$ cat src/rtl/opb_sw_reg_pkg.sv
// Shared definitions for the OPB software-register slaves: register offsets,
// STATUS field layout and the bus acknowledge FSM state encoding.
package opb_sw_reg_pkg;

    // Byte offsets of the two registers inside the window
    localparam logic [7:0] OFFSET_DATA   = 8'h00;
    localparam logic [7:0] OFFSET_STATUS = 8'h04;

    // Byte-address bit that tells DATA from STATUS; every other offset bit aliases
    localparam int REG_SEL_BIT = 2;

    // STATUS word layout
    localparam int STATUS_NEW_BIT   = 0;
    localparam int STATUS_OVR_LSB   = 8;
    localparam int STATUS_OVR_WIDTH = 8;
    localparam int STATUS_CNT_LSB   = 16;
    localparam int STATUS_CNT_WIDTH = 16;

    // Single-beat acknowledge sequence
    typedef enum logic [1:0] {
        ST_IDLE = 2'd0,
        ST_ACK  = 2'd1,
        ST_WAIT = 2'd2
    } ack_state_e;

    // Assemble the STATUS word; unused bits read as zero
    function automatic logic [31:0] pack_status(
        input logic                        new_flag,
        input logic [STATUS_OVR_WIDTH-1:0] ovr,
        input logic [STATUS_CNT_WIDTH-1:0] cnt
    );
        logic [31:0] word;
        word                                     = '0;
        word[STATUS_NEW_BIT]                     = new_flag;
        word[STATUS_OVR_LSB +: STATUS_OVR_WIDTH] = ovr;
        word[STATUS_CNT_LSB +: STATUS_CNT_WIDTH] = cnt;
        return word;
    endfunction

endpackage

$ cat src/rtl/opb_slave_ack_fsm.sv
// Address decode and single-beat acknowledge for an OPB slave. Read data is
// captured on the edge that samples the hit and driven only during the ACK
// cycle, so the slave contributes zero to the OR-bus at all other times.
module opb_slave_ack_fsm
    import opb_sw_reg_pkg::*;
#(
    parameter int                AWIDTH   = 32,
    parameter int                DWIDTH   = 32,
    parameter logic [AWIDTH-1:0] BASEADDR = '0,
    parameter logic [AWIDTH-1:0] HIGHADDR = 'hFF
) (
    input  logic              clk,
    input  logic              rst_n,
    input  logic [AWIDTH-1:0] abus,
    input  logic              select,
    input  logic              rnw,
    input  logic [DWIDTH-1:0] rd_data,
    output logic [DWIDTH-1:0] sl_dbus,
    output logic              xfer_ack,
    output logic              ack_rnw,
    output logic              ack_sel_status
);

    localparam logic [AWIDTH-1:0] SPAN = HIGHADDR - BASEADDR;

    ack_state_e        state_q, state_d;
    logic [DWIDTH-1:0] dbus_q, dbus_d;
    logic              rnw_q, rnw_d;
    logic              sel_status_q, sel_status_d;
    logic [AWIDTH:0]   addr_diff;
    logic              hit;

    // The extra borrow bit flags addresses below the base without a
    // compare-against-zero when the base is 0.
    assign addr_diff = {1'b0, abus} - {1'b0, BASEADDR};
    assign hit       = select && !addr_diff[AWIDTH] && (addr_diff[AWIDTH-1:0] <= SPAN);

    // State and registered bus-side outputs; reset clears them at once
    always_ff @(posedge clk or negedge rst_n) begin
        if (!rst_n) begin
            state_q      <= ST_IDLE;
            dbus_q       <= '0;
            rnw_q        <= 1'b0;
            sel_status_q <= 1'b0;
        end else begin
            state_q      <= state_d;
            dbus_q       <= dbus_d;
            rnw_q        <= rnw_d;
            sel_status_q <= sel_status_d;
        end
    end

    // Next state: one ACK cycle per hit, then wait for select to drop
    always_comb begin
        state_d = state_q;
        case (state_q)
            ST_IDLE: if (hit)     state_d = ST_ACK;
            ST_ACK:               state_d = ST_WAIT;
            ST_WAIT: if (!select) state_d = ST_IDLE;
            default:              state_d = ST_IDLE;
        endcase
    end

    // Capture read data and transfer attributes on the IDLE->ACK edge
    always_comb begin
        dbus_d       = '0;
        rnw_d        = rnw_q;
        sel_status_d = sel_status_q;
        if (state_q == ST_IDLE && hit) begin
            dbus_d       = rd_data;
            rnw_d        = rnw;
            sel_status_d = (abus[REG_SEL_BIT] == OFFSET_STATUS[REG_SEL_BIT]);
        end
    end

    assign sl_dbus        = dbus_q;
    assign xfer_ack       = (state_q == ST_ACK);
    assign ack_rnw        = rnw_q;
    assign ack_sel_status = sel_status_q;

endmodule

$ cat src/rtl/opb_register_simulink2ppc_status.sv
// Status readback register: user logic strobes 32-bit words in, software
// reads the latest word plus a sticky NEW flag, an overrun count and a
// capture count over OPB.
module opb_register_simulink2ppc_status
    import opb_sw_reg_pkg::*;
#(
    parameter logic [31:0] C_BASEADDR   = 32'h0000_0000,
    parameter logic [31:0] C_HIGHADDR   = 32'h0000_00FF,
    parameter int          C_OPB_AWIDTH = 32,
    parameter int          C_OPB_DWIDTH = 32,
    parameter string       C_FAMILY     = "virtex6"
) (
    input  logic                      OPB_Clk,
    input  logic                      OPB_Rst,
    input  logic [0:C_OPB_AWIDTH-1]   OPB_ABus,
    input  logic [0:C_OPB_DWIDTH/8-1] OPB_BE,
    input  logic [0:C_OPB_DWIDTH-1]   OPB_DBus,
    input  logic                      OPB_RNW,
    input  logic                      OPB_select,
    input  logic                      OPB_seqAddr,
    output logic [0:C_OPB_DWIDTH-1]   Sl_DBus,
    output logic                      Sl_xferAck,
    output logic                      Sl_errAck,
    output logic                      Sl_retry,
    output logic                      Sl_toutSup,
    input  logic [31:0]               user_data_in,
    input  logic                      user_valid
);

    logic [C_OPB_AWIDTH-1:0]     abus_lsb;
    logic [C_OPB_DWIDTH-1:0]     dbus_lsb;
    logic [C_OPB_DWIDTH-1:0]     rd_mux;
    logic                        xfer_ack;
    logic                        ack_rnw;
    logic                        ack_sel_status;
    logic                        data_rd_ack;
    logic                        status_wr_ack;

    logic [31:0]                 hold_q, hold_d;
    logic                        new_q, new_d;
    logic [STATUS_OVR_WIDTH-1:0] ovr_q, ovr_d;
    logic [STATUS_CNT_WIDTH-1:0] cnt_q, cnt_d;

    // Write data, byte enables and seqAddr carry no information for this slave
    logic unused_inputs;
    assign unused_inputs = ^{OPB_BE, OPB_DBus, OPB_seqAddr};

    // Bus vectors are MSB-first; work internally with LSB-indexed copies
    assign abus_lsb = OPB_ABus;
    assign Sl_DBus  = dbus_lsb;

    assign rd_mux = (abus_lsb[REG_SEL_BIT] == OFFSET_DATA[REG_SEL_BIT])
                    ? hold_q : pack_status(new_q, ovr_q, cnt_q);

    opb_slave_ack_fsm #(
        .AWIDTH   (C_OPB_AWIDTH),
        .DWIDTH   (C_OPB_DWIDTH),
        .BASEADDR (C_BASEADDR[C_OPB_AWIDTH-1:0]),
        .HIGHADDR (C_HIGHADDR[C_OPB_AWIDTH-1:0])
    ) u_ack_fsm (
        .clk            (OPB_Clk),
        .rst_n          (OPB_Rst),
        .abus           (abus_lsb),
        .select         (OPB_select),
        .rnw            (OPB_RNW),
        .rd_data        (rd_mux),
        .sl_dbus        (dbus_lsb),
        .xfer_ack       (xfer_ack),
        .ack_rnw        (ack_rnw),
        .ack_sel_status (ack_sel_status)
    );

    assign Sl_xferAck = xfer_ack;
    assign Sl_errAck  = 1'b0;
    assign Sl_retry   = 1'b0;
    assign Sl_toutSup = 1'b0;

    // Side effects land on the edge that ends the ACK cycle
    assign data_rd_ack   = xfer_ack && ack_rnw && !ack_sel_status;
    assign status_wr_ack = xfer_ack && !ack_rnw && ack_sel_status;

    // Hold register and counters
    always_ff @(posedge OPB_Clk or negedge OPB_Rst) begin
        if (!OPB_Rst) begin
            hold_q <= '0;
            new_q  <= 1'b0;
            ovr_q  <= '0;
            cnt_q  <= '0;
        end else begin
            hold_q <= hold_d;
            new_q  <= new_d;
            ovr_q  <= ovr_d;
            cnt_q  <= cnt_d;
        end
    end

    // Capture wins over a DATA-read clear of NEW; a STATUS-write clear wins
    // over the counters; an overrun needs NEW to survive into this capture.
    always_comb begin
        hold_d = hold_q;
        new_d  = new_q;
        ovr_d  = ovr_q;
        cnt_d  = cnt_q;
        if (data_rd_ack) begin
            new_d = 1'b0;
        end
        if (user_valid) begin
            hold_d = user_data_in;
            new_d  = 1'b1;
            cnt_d  = cnt_q + 1'b1;
            if (new_q && !data_rd_ack && (ovr_q != '1)) begin
                ovr_d = ovr_q + 1'b1;
            end
        end
        if (status_wr_ack) begin
            ovr_d = '0;
            cnt_d = '0;
        end
    end

endmodule

$ cat config.mk
export PLATFORM = sky130hd
export DESIGN_NAME = opb_register_simulink2ppc_status
export DESIGN_NICKNAME = d
export VERILOG_FILES = /design/src/rtl/opb_sw_reg_pkg.sv /design/src/rtl/opb_slave_ack_fsm.sv /design/src/rtl/opb_register_simulink2ppc_status.sv
export SDC_FILE = /design/constraint.sdc
export NUM_CORES = 1
export LEC_CHECK = 0
export ABC_CLOCK_PERIOD_IN_PS = 3600
export CAP_MARGIN = 30
export CORE_MARGIN = 1.5
export CORE_UTILIZATION = 35
export CTS_CLUSTER_DIAMETER = 50
export DETAILED_ROUTE_END_ITERATION = 10
export PLACE_DENSITY = 0.67
export SLEW_MARGIN = 10
export SYNTH_ARGS = -nofsm -noshare
export SYNTH_HDL_FRONTEND = slang
export SYNTH_HIERARCHICAL = 1
export SYNTH_SLANG_ARGS = --single-unit
$ cat constraint.sdc
create_clock -name OPB_Clk -period 3.6 [get_ports OPB_Clk]
set_clock_uncertainty 0.1 [all_clocks]
set_input_delay 0.9 -clock OPB_Clk [delete_from_list [all_inputs] [get_ports OPB_Clk]]
set_output_delay 0.9 -clock OPB_Clk [all_outputs]
set_load 0.005 [all_outputs]
---- After elaboration in Yosys (flattened, before gate mapping) ----
Cells that the tools add are included.
word-level totals
  register bits ........................... 93
  input port bits ......................... 106
  output and inout port bits .............. 36
  logic and storage cells ................. 45
cells by class
  add/sub/neg operators ................... 2
  $lt $le $gt $ge ......................... 1
  equal/unequal tests ..................... 5
  mux-type cells .......................... 12
  reduce and logical (&&, ||, !) cells .... 17
operators by type and width
  operator                                                         count
  2-to-1 mux 32 bit                                                2
  less-or-equal comparator 32 x 8 -> 1 bit, second input constant  1
  2-to-1 mux 16 bit                                                2
  2-to-1 mux 8 bit                                                 3
  adder 16 x 1 -> 16 bit, second input constant                    1
  adder 8 x 1 -> 8 bit, second input constant                      1
  logical AND 1 bit                                                8
  inequality test 8 bit, second input constant                     1
  case mux 2 bit (3 select lines)                                  1
  nonzero test 2 bit                                               3
  2-to-1 mux 2 bit                                                 2
  AND reduction 2 bit                                              2
  zero test 1 bit                                                  3
  equality test 2 x 1 -> 1 bit, second input constant              1
  equality test 2 bit, second input constant                       1
  zero test 2 bit                                                  1
  2-to-1 mux 1 bit                                                 2
  inequality test 2 x 1 -> 1 bit, second input constant            1
  inequality test 2 bit, second input constant                     1

---- Depth between registers and ports, before layout ----
Gate-level depths: netlist of the first run.
  word-level depth ........................ 9
  depth in mapped cells ................... 6
  depth with buffers taken out ............ 5

---- By module ----
The synthesis of the first run kept the hierarchy.
by module, submodules not included
  module                            instances  cells an instance  area each (um2)  seq. area each (um2)
  opb_register_simulink2ppc_status  1          241                2884.0           1426.4
  opb_slave_ack_fsm                 1          86                 1251.2           900.9

---- Worst setup path before layout of the first run ----
Ideal clock, no wire load.
  path type ............................... in2reg
  start point ............................. input port OPB_ABus[10] (netlist bit)
  end point ............................... register u_ack_fsm.rnw_q, in the netlist u_ack_fsm/ack_rnw
  setup time .............................. 125 ps
  arrival ................................. 1879 ps
  data required time ...................... 3375 ps
  setup slack ............................. 1496 ps
  stages .................................. 4
  buffers on the path ..................... 0
  cell sequence ........................... nor4_1 > nand4_1 > nor2_4 > mux2_2
between the ends
  longest elaborated chain between the ends .. 3
RTL lines
  element                                   RTL line                                source
  start: declaration                        opb_register_simulink2ppc_status.sv:15  input logic [0:C_OPB_AWIDTH-1] OPB_ABus,
  less-or-equal comparator 32 x 8 -> 1 bit  opb_slave_ack_fsm.sv:36                 assign hit = select && !addr_diff[AWIDTH] && (addr_diff[AWIDTH-1:0] <= SPAN);
  logical AND 1 bit                         opb_slave_ack_fsm.sv:36
  logical AND 1 bit                         opb_slave_ack_fsm.sv:69                 if (state_q == ST_IDLE && hit) begin
  end signal: assignment                    opb_slave_ack_fsm.sv:48                 rnw_q <= rnw_d;
  end: declaration                          opb_slave_ack_fsm.sv:28                 logic rnw_q, rnw_d;
Every way passes these cells.
A chain may end at the register's enable or synchronous reset.

---- Worst setup path after layout of the first run ----
  start point ............................. register u_ack_fsm.state_q[1]
  end point ............................... output port Sl_xferAck
between the ends
  longest elaborated chain between the ends .. 1
RTL lines
  element                       RTL line                                source
  start: declaration            opb_slave_ack_fsm.sv:26                 ack_state_e state_q, state_d;
  start signal: assignment      opb_slave_ack_fsm.sv:46                 state_q <= state_d;
  equality test 2 x 1 -> 1 bit  opb_slave_ack_fsm.sv:77                 assign xfer_ack = (state_q == ST_ACK);
  end: declaration              opb_register_simulink2ppc_status.sv:22  output logic Sl_xferAck,
Every way passes these cells.

==> impl_metrics.ini, run 1 <==
[place]
hpwl_um = 5695
postPlaceCellArea_sq_um = 5195
post-place-ws_ns = 0.8405
place_congestion = 0.7559
cell_count_after_placement = 556
port_buffers = 94

[worst_setup_path]
worstSetupPathDepth = 2
cpMaxStageDelayCell = clkdlybuf4s50_1
setup.worst_path.class = flip-flop to output port
crit_buf_inv = 1
crit_fanout = 6
timing.critical_path.from_type = flip-flop
critical_path_arrival_ns = 1.69
r2r_cells = 4
critical_path_endpoint_category = output port
crit_family = buffers and inverters
required_time_at_the_endpoint_of_the_critical_path_ns = 2.60
timing.critical_path.cells = nor2b_1 -> clkdlybuf4s50_1
r2r_slack_ns = 1.50
critical-path-max-stage-delay_ns = 0.61

[worst_hold_path]
timing.hold.worst.class = flip-flop to flip-flop
min_path_cells = 1

[timing]
slew_violations = 0
clock.fmax_mhz = 371.9
setup_ws_ns = 0.9115
max_slew.worst_pin.slew_ns = 0.8411
minimum_hold_slack_ns = 0.3964
timing.setup.tns_ns = 0
rsz0062_at_grt = no
min_period_over_period_pct = 74.68
setup_viol = 0
report.final.hold_viol_count = 0
worst_slew_margin_rel_pct = 43.92
post-route-min-period_ns = 2.689

[grt]
grt_pass1_wl_um = 14350
grt.overflow.total = 0
globalRouteTotalUtil_pct = 14.51
largest_net_degree_at_the_start_of_global_routing = 56
antenna_found_initial = 0
grt_pass1_vias = 2909

[floorplan]
rows = 39
io-pin-count = 142
die_area_sq_um = 12480
fp.coreArea_sq_um = 11470
die_x_um = 111.7
dieHeight_um = 111.7
start_util_pct = 36.06

[layout]
diodes = 0
final_layout_net_count = 532
drive_gt1_share_pct = 21.91
filler_cell_count = 1037
final_cell_area_sq_um = 5488
post-route-util_pct = 47.86
syn2layout_area_growth_pct = 32.71
finalNonFillerCells = 572

[logic_synthesis]
yosys.cell_types.count = 49
synthesis.area_per_instance_sq_um = 12.65
synth-compound-area-share_pct = 3.480
synth-adder-area-share_pct = 0.6051
synth_xor_area_share_pct = 2.330
synth.largest_area_cell = dfrtp_1
post_synth_mux_area_share_pct = 16.55
dominantRegCellSynth = dfrtp_1
synthTopCellsByArea = dfrtp_1 56%, mux2_2 16%, and2_1 4.8%, xnor2_1 1.5%, nor2_1 1.5%
synth_register_bits = 93
mappedNetlistArea_sq_um = 4135
main_combinational_cell_family_by_area_after_synthesis = simple AND/OR/NAND/NOR gates
synth_enable_flop_cells = 0
post_synth_inst_count = 327
synthesis.yosys.warnings = 6
synth-seq-area-share_pct = 56.28
synth_largest_type_area_fraction_pct = 56.28
yosys.area_share.simple_pct = 17.76
postSynth.asyncResetShare_pct = 100.0

[pwr]
cellLeakagePower_nw = 2.349
power.ir.vdd_worst_mv = 0.2394
power-per-cell-area_nw_per_um2 = 468.5
total_power_mw = 2.571

[drt]
first_iter_violations = 97
postRouteAntennaNets = 0
routed-via-count = 2762
drt_pass1_iterations = 4
drcViolationCount = 0
routed_wl_um = 8362
vias_per_cell = 4.829
post_drt_wl_per_cell_um = 14.62

[clock_tree]
cts_resized = 0
clock_path_buffers = 2
numClockSinks = 93
cts-buffers-inserted = 9
cts_root_buffer = clkbuf_16
cts_tree = done
clk_pin_slew_worst_paths_ns = 0.06
post-cts-setup-buffers = 0
holdBufCountCts = 0
cts.htree.levels = 3
clock_insertion_delay_worst_skew_ns = 0.34

[status]
run_status = complete, no violations

[run]
drv.max_cap_violation_count = 0
[layer usage]
metal,track usage (%),share of wire (%),up-vias
met5,0,0,-
met4,6.920,2.2,0
met3,3.811,4.8,13
met2,23.25,48,65
met1,18.31,45,1356
li1,-,-,1328
[layout by cell type (no fill, tap or decap), drive strengths merged, types with 2 or more instances in the layout]
master / netlist / layout
nor2: 19 / 19
clkdlybuf4s50: 0 / 92
nor4: 9 / 9
mux2: 59 / 59
ha: 2 / 2
dfrtp: 93 / 93
clkbuf: 3 / 11
and3: 2 / 2
xor2: 4 / 4
xnor2: 7 / 7
or3: 3 / 3
nor3: 5 / 5
nand2b: 2 / 2
nor2b: 8 / 8
nand3: 6 / 6
a31o: 2 / 2
conb: 1 / 3
nand2: 14 / 14
and3b: 2 / 2
clkinv: 0 / 4
nand4: 8 / 8
and2: 32 / 32
a21o: 2 / 2
a21oi: 7 / 7
nand3b: 3 / 3
buf: 13 / 8
inv: 4 / 4
mux2i: 2 / 2
o21ai: 4 / 4
[cell usage after synthesis (2+ instances only)]
cell type	n
nand3_1	6
nor4_1	6
nand3b_1	3
nor2_2	2
mux2_2	58
xnor2_1	7
nand4_1	6
xor2_1	4
and3b_1	2
and3_1	2
a21o_1	2
dfrtp_1	93
nor2b_1	8
inv_1	4
buf_4	4
buf_2	6
a21oi_1	7
nor4_2	3
ha_1	2
clkbuf_1	3
mux2i_1	2
nand2_1	14
nor2_1	16
nand2b_1	2
o21ai_0	4
nor3_1	3
or3_1	3
buf_6	3
and2_1	32
[flip-flops by register name (all words and copies together) (netlist names)]
signal,count
hold_q,32
new_q,1
u_ack_fsm/ack_rnw,1
u_ack_fsm/sl_dbus,32
ovr_q,8
cnt_q,16
u_ack_fsm/state_q,2
u_ack_fsm/ack_sel_status,1
[worst paths after layout]
kind,start,endpoint
worst min register to register,hold_q[6],hold_q[6]
max in group asynchronous,OPB_Rst,cnt_q[8]
worst max-delay path,u_ack_fsm/state_q[1],Sl_xferAck
worst min-delay path,hold_q[6],hold_q[6]
worst max register to register,u_ack_fsm/state_q[1],cnt_q[14]
min in group asynchronous,OPB_Rst,u_ack_fsm/sl_dbus[7]
[final cells by class]
type                    count  area, sq um  share of cell area (%)
repair buffers            100        978.4                   17.83
inverters                   4        15.01                  0.2736
multi-input cells         216         1695                   30.89
well taps                 143        178.9                   3.260
flip-flops and latches     93         2327                   42.41
clock buffers              11        242.7                   4.423
clock inverters             5        50.05                  0.9120
[cells by family (layout without fill, tap and decap cells)]
kind of cell,Yosys count,after routing
other cells,1,3
mux,61,61
compound gates,22,22
flops,93,93
xor+xnor,11,11
fa+ha+maj,2,2
buf+inv,20,120
simple gates,117,117
[report_power, final]
part | leakage (nW) | total, mW | internal (mW) | switching [mW]
clock | 0.149 | 0.936 | 0.552 | 0.384
combinational | 1.02 | 0.364 | 0.212 | 0.152
sequential | 1.18 | 1.27 | 1.15 | 0.122
Power figures use the tool's default switching activity.
==> run 2: changes to the inputs <==
--- a/config.mk
+++ b/config.mk
@@ -5,7 +5,7 @@
 export SDC_FILE = /design/constraint.sdc
 export NUM_CORES = 1
 export LEC_CHECK = 0
-export ABC_CLOCK_PERIOD_IN_PS = 3600
+export ABC_CLOCK_PERIOD_IN_PS = 2550
 export CAP_MARGIN = 30
 export CORE_MARGIN = 1.5
 export CORE_UTILIZATION = 35
==> constraint.sdc (replaced) <==
create_clock -name OPB_Clk -period 2.55 [get_ports OPB_Clk]
set_clock_uncertainty 0.1 [all_clocks]
set_input_delay 0.6375 -clock OPB_Clk [delete_from_list [all_inputs] [get_ports OPB_Clk]]
set_output_delay 0.6375 -clock OPB_Clk [all_outputs]
set_load 0.005 [all_outputs]
==> run 2 against run 1 <==
Against the previous run: die area stayed put; combinational power is 44% higher; non-clock buffer count is 4 higher; routed wire length is 2.5% lower; critical path type unchanged.
==> impl_metrics.ini, run 2 (same netlist as run 1, synthesis figures left out) <==
[worst_setup_path]
r2r_slack_ns = 0.74
r2r_cells = 6
cpMaxStageDelayCell = clkdlybuf4s50_1
source_of_the_worst_register_to_register_timing_path = u_ack_fsm/state_q[0]
timing.critical_path.cells = nor2b_1 -> clkdlybuf4s50_1
crit_buf_inv = 1
timing.critical_path.from_type = flip-flop
crit_family = buffers and inverters
critical-path-max-stage-delay_ns = 0.53
critical_path_arrival_ns = 1.45
critical_path_endpoint_category = output port
crit_fanout = 3
worst_r2r_endpoint = ovr_q[5]
required_time_at_the_endpoint_of_the_critical_path_ns = 1.81
setup.worst_path.class = flip-flop to output port

[grt]
largest_net_degree_at_the_start_of_global_routing = 42
grt_pass1_vias = 2769
globalRouteTotalUtil_pct = 14.12
grt.overflow.total = 0
grt_pass1_wl_um = 14070
antenna_found_initial = 0

[pwr]
power-per-cell-area_nw_per_um2 = 641.3
cellLeakagePower_nw = 2.365
clock_power_share_pct = 34.6
internal_power_mw = 2.591
power.net_switching_uw = 953.5
share_seq_of_total_power_pct = 50.6
power.ir.vdd_worst_mv = 0.4761
swShare_pct = 26.90
comb_power_share_pct = 14.8

[clock_tree]
cts_root_buffer = clkbuf_16
cts-buffers-inserted = 9
cts.htree.levels = 3
clock_insertion_delay_worst_skew_ns = 0.34
clock_path_buffers = 2
holdBufCountCts = 0
post-cts-setup-buffers = 0
numClockSinks = 93
cts_tree = done
clk_pin_slew_worst_paths_ns = 0.07
cts_resized = 0

[drt]
vias_per_cell = 4.811
post_drt_wl_per_cell_um = 14.15
drt_pass1_iterations = 4
first_iter_violations = 114
routed-via-count = 2771
routed_wl_um = 8152
postRouteAntennaNets = 0
drcViolationCount = 0

[layout]
leading_cell_types_in_the_layout_fill_and_taps_excluded = 93 x dfrtp_1, 92 x clkdlybuf4s50_1, 58 x mux2_2
seqCellArea_sq_um = 2327
area_of_combinational_cells_with_multiple_inputs_sq_um = 1695
filler_cell_count = 1042
post-route-util_pct = 48.21
finalNonFillerCells = 576
final_layout_net_count = 536
layout_commonest_cell = dfrtp_1
diodes = 0
syn2layout_area_growth_pct = 33.68
final_cell_area_sq_um = 5528
drive_gt1_share_pct = 22.86

[timing]
slew_violations = 0
rsz0062_at_grt = no
post-route-min-period_ns = 2.190
max_slew.worst_pin.slew_ns = 0.5363
report.final.hold_viol_count = 0
worst_slew_margin_rel_pct = 64.25
timing.setup.tns_ns = 0
clock.fmax_mhz = 456.6
setup_viol = 0
min_period_over_period_pct = 85.90

[place]
port_buffers = 94
place_congestion = 0.7383
hpwl_um = 5727
cell_count_after_placement = 560
postPlaceCellArea_sq_um = 5250

[floorplan]
rows = 39
die_area_sq_um = 12480
io-pin-count = 142
die_x_um = 111.7
fp.coreArea_sq_um = 11470
start_util_pct = 36.06
dieHeight_um = 111.7

[run]
drv.max_cap_violation_count = 0

[worst_hold_path]
timing.hold.worst.class = primary input to asynchronous set/reset pin

[status]
run_status = complete, no violations
==> run 2: cell count changes in the layout (fill, tap and decap cells not counted), sizes merged <==
| cell | change |
|---|---|
| clkinv | +2 |
| clkinvlp | +1 |
| buf | +4 |
| bufinv | -1 |
| clkbuf | -2 |
==> run 2: power groups by stage <==
stage / clock network, mW / logic, mW / registers, mW
finish: 1.23 / 0.524 / 1.79
global route: 1.34 / 0.580 / 1.82
CTS: 1.27 / 0.530 / 1.79
detailed placement: 0 / 0.527 / 1.82
global placement: 0 / 0.506 / 1.81
floorplan: 0 / 0.343 / 1.77
==> run 2: per-stage QoR <==
stage | hold WS (ns) | worst slack, ns | total power [mW]
2_1_floorplan | 0.2419 | 0.7085 | 2.114
3_3_place_gp | 0.3809 | 0.2069 | 2.313
3_5_place_dp | 0.3914 | 0.2070 | 2.347
4_1_cts | 0.1220 | 0.3405 | 3.597
5_1_grt | 0.1494 | 0.2907 | 3.743
6_report | 0.1245 | 0.3597 | 3.545
==> run 2: cell type report <==
class	count	share of cell area [%]
Sequential cell	93	42.10
Multi-Input combinational cell	216	30.67
Timing Repair Buffer	104	18.70
Clock buffer	9	4.074
Tap cell	143	3.237
Clock inverter	7	0.9507
Inverter	4	0.2716
==> run 2: how the worst max path moves through the flow <==
stage,from,end,cells past startpoint
after global placement,OPB_ABus[10],u_ack_fsm/ack_rnw,5
after CTS,u_ack_fsm/state_q[1],Sl_xferAck,2
after floorplan,OPB_ABus[10],u_ack_fsm/ack_rnw,4
final,u_ack_fsm/state_q[1],Sl_xferAck,2
after detailed placement,OPB_ABus[10],u_ack_fsm/ack_rnw,5
after global routing,u_ack_fsm/state_q[0],Sl_xferAck,2
==> run 2: routing by layer <==
| metal | wire [um] | track usage [%] | up-vias |
|---|---|---|---|
| li1 | - | - | 1341 |
| met1 | 3719 | 18.20 | 1352 |
| met2 | 3898 | 22.72 | 66 |
| met3 | 405 | 4.192 | 12 |
| met4 | 129 | 4.895 | 0 |
| met5 | 0 | 0 | - |
==> run 3: changes to the inputs <==
--- a/config.mk
+++ b/config.mk
@@ -7,6 +7,7 @@
 export LEC_CHECK = 0
 export ABC_CLOCK_PERIOD_IN_PS = 2550
 export CAP_MARGIN = 30
+export CORE_ASPECT_RATIO = 1.75
 export CORE_MARGIN = 1.5
 export CORE_UTILIZATION = 35
 export CTS_CLUSTER_DIAMETER = 50
==> run 3 against run 2 <==
Against the previous run: the run now ends with design-rule violations left; setup slack got worse by 0.11 ns; critical path depth did not move; global-route usage rose by 0.78 points; sequential share of layout area fell by 0.057 points; core utilization fell by 0.14 points; clock-buffer cell count rose by 1; non-clock buffer count fell by 3; largest power group unchanged; highest routed layer unchanged.
==> impl_metrics.ini, run 3 (same netlist as run 1, synthesis figures left out) <==
[status]
run_status = finished, violations left
failed_checks = design-rule violations

[drt]
postRouteAntennaNets = 0
first_iter_violations = 126
vias_per_cell = 4.899
post_drt_wl_per_cell_um = 15.04
drt_pass1_iterations = 7
routed_wl_um = 8497
routed-via-count = 2768
drcViolationCount = 7

[timing]
timing.setup.tns_ns = 0
minimum_hold_slack_ns = 0.1677
max_slew.worst_pin.slew_ns = 0.5131
report.final.hold_viol_count = 0
post-route-min-period_ns = 2.299
worst_slew_margin_rel_pct = 65.80
slew_violations = 0
setup_viol = 0
min_period_over_period_pct = 90.17
clock.fmax_mhz = 434.9
rsz0062_at_grt = no

[clock_tree]
clock_path_buffers = 2
clk_pin_slew_worst_paths_ns = 0.06
cts-buffers-inserted = 9
cts_tree = done
numClockSinks = 93
cts.htree.levels = 3
cts_root_buffer = clkbuf_16
clock_insertion_delay_worst_skew_ns = 0.34
holdBufCountCts = 0

[floorplan]
die_x_um = 85.17
die_area_sq_um = 12500
dieHeight_um = 146.8
start_util_pct = 35.91
rows = 52
io-pin-count = 142
fp.coreArea_sq_um = 11520

[grt]
antenna_found_initial = 0
grt_pass1_vias = 2960
grt_pass1_wl_um = 14690
globalRouteTotalUtil_pct = 14.91
grt.overflow.total = 0
largest_net_degree_at_the_start_of_global_routing = 56

[worst_setup_path]
r2r_cells = 6
timing.critical_path.from_type = flip-flop
worst_r2r_endpoint = ovr_q[7]
crit_fanout = 6
source_of_the_worst_register_to_register_timing_path = u_ack_fsm/state_q[1]
r2r_slack_ns = 0.76
required_time_at_the_endpoint_of_the_critical_path_ns = 1.81
crit_path_end = Sl_xferAck
critical_path_arrival_ns = 1.56
cp-startpoint = u_ack_fsm/state_q[1]
critical_path_endpoint_category = output port
setup.worst_path.class = flip-flop to output port

[layout]
final_cell_area_sq_um = 5535
layout_commonest_cell = dfrtp_1
diodes = 0
final_layout_net_count = 533
filler_cell_count = 1034
drive_gt1_share_pct = 22.33
post-route-util_pct = 48.07
syn2layout_area_growth_pct = 33.86
leading_cell_types_in_the_layout_fill_and_taps_excluded = 93 x dfrtp_1, 92 x clkdlybuf4s50_1, 58 x mux2_2

[place]
hpwl_um = 6039
port_buffers = 94
postPlaceCellArea_sq_um = 5218
place_congestion = 0.7721

[run]
drv.max_cap_violation_count = 0

[pwr]
power.ir.vdd_worst_mv = 0.3953
total_power_mw = 3.719
cellLeakagePower_nw = 2.367
power-per-cell-area_nw_per_um2 = 671.9

[worst_hold_path]
timing.hold.worst.class = primary input to asynchronous set/reset pin
run 3: changes by cell type in the layout (fill, tap and decap cells not counted):
| cell | delta |
|---|---|
| inv_6 | +1 |
| nor2b_1 | -1 |
| nor2b_2 | +1 |
| buf_4 | -3 |
| clkinv_4 | -4 |
| bufinv_16 | +2 |
| clkbuf_1 | +1 |
run 3: cell type report:
class                      instances  area (sq um)  area share (%)
sequential                        93          2327           42.04
inverter                           4         15.01          0.2712
timing repair buffer             101          1011           18.26
tap                              135         168.9           3.052
multi-input combinational        216          1698           30.67
clock buffer                      10         229.0           4.137
clock inverter                     6         86.33           1.560
run 3: how the worst min path moves through the flow:
stage | from | end | slack (ns)
floorplan | OPB_Rst | cnt_q[0] | 0.24
CTS | OPB_Rst | u_ack_fsm/sl_dbus[4] | 0.18
finish | OPB_Rst | u_ack_fsm/sl_dbus[4] | 0.17
global route | OPB_Rst | u_ack_fsm/sl_dbus[4] | 0.20
global placement | hold_q[7] | hold_q[7] | 0.38
detailed placement | hold_q[1] | hold_q[1] | 0.39
run 3: metrics by stage:
| step | setup slack (ns) | instances |
|---|---|---|
| 2_1_floorplan | 0.7085 | 329 |
| 3_3_place_gp | 0.2182 | 549 |
| 3_5_place_dp | 0.1826 | 549 |
| 4_1_cts | 0.07997 | 565 |
| 5_1_grt | 0.1496 | 565 |
| 6_report | 0.2507 | 565 |
run 3: worst max-delay path: stages, from the launching register on:
cell and delay [ns]:
dfrtp_1 0.41, nor2b_2 0.25, clkdlybuf4s50_1 0.57
run 3: what timing repair did:
action / 4_1_cts / 5_1_grt
setup buffers: 0 / 0
resized for setup: 0 / 1
endpoints found under the setup margin: 0 / 1
run 3: per-layer routing:
metal	vias to the layer above	wire length, um	share of wire (%)	track usage, %
li1	1335	-	-	-
met1	1370	3450	41	16.84
met2	51	4629	54	27.18
met3	12	263	3.1	2.697
met4	0	154	1.8	5.984
met5	-	0	0	0
run 3: where the power goes:
part	internal (mW)	switching (mW)	leakage (nW)
sequential	1.62	0.174	1.18
combinational	0.304	0.214	1.04
clock	0.859	0.547	0.153
total	2.78	0.935	2.37
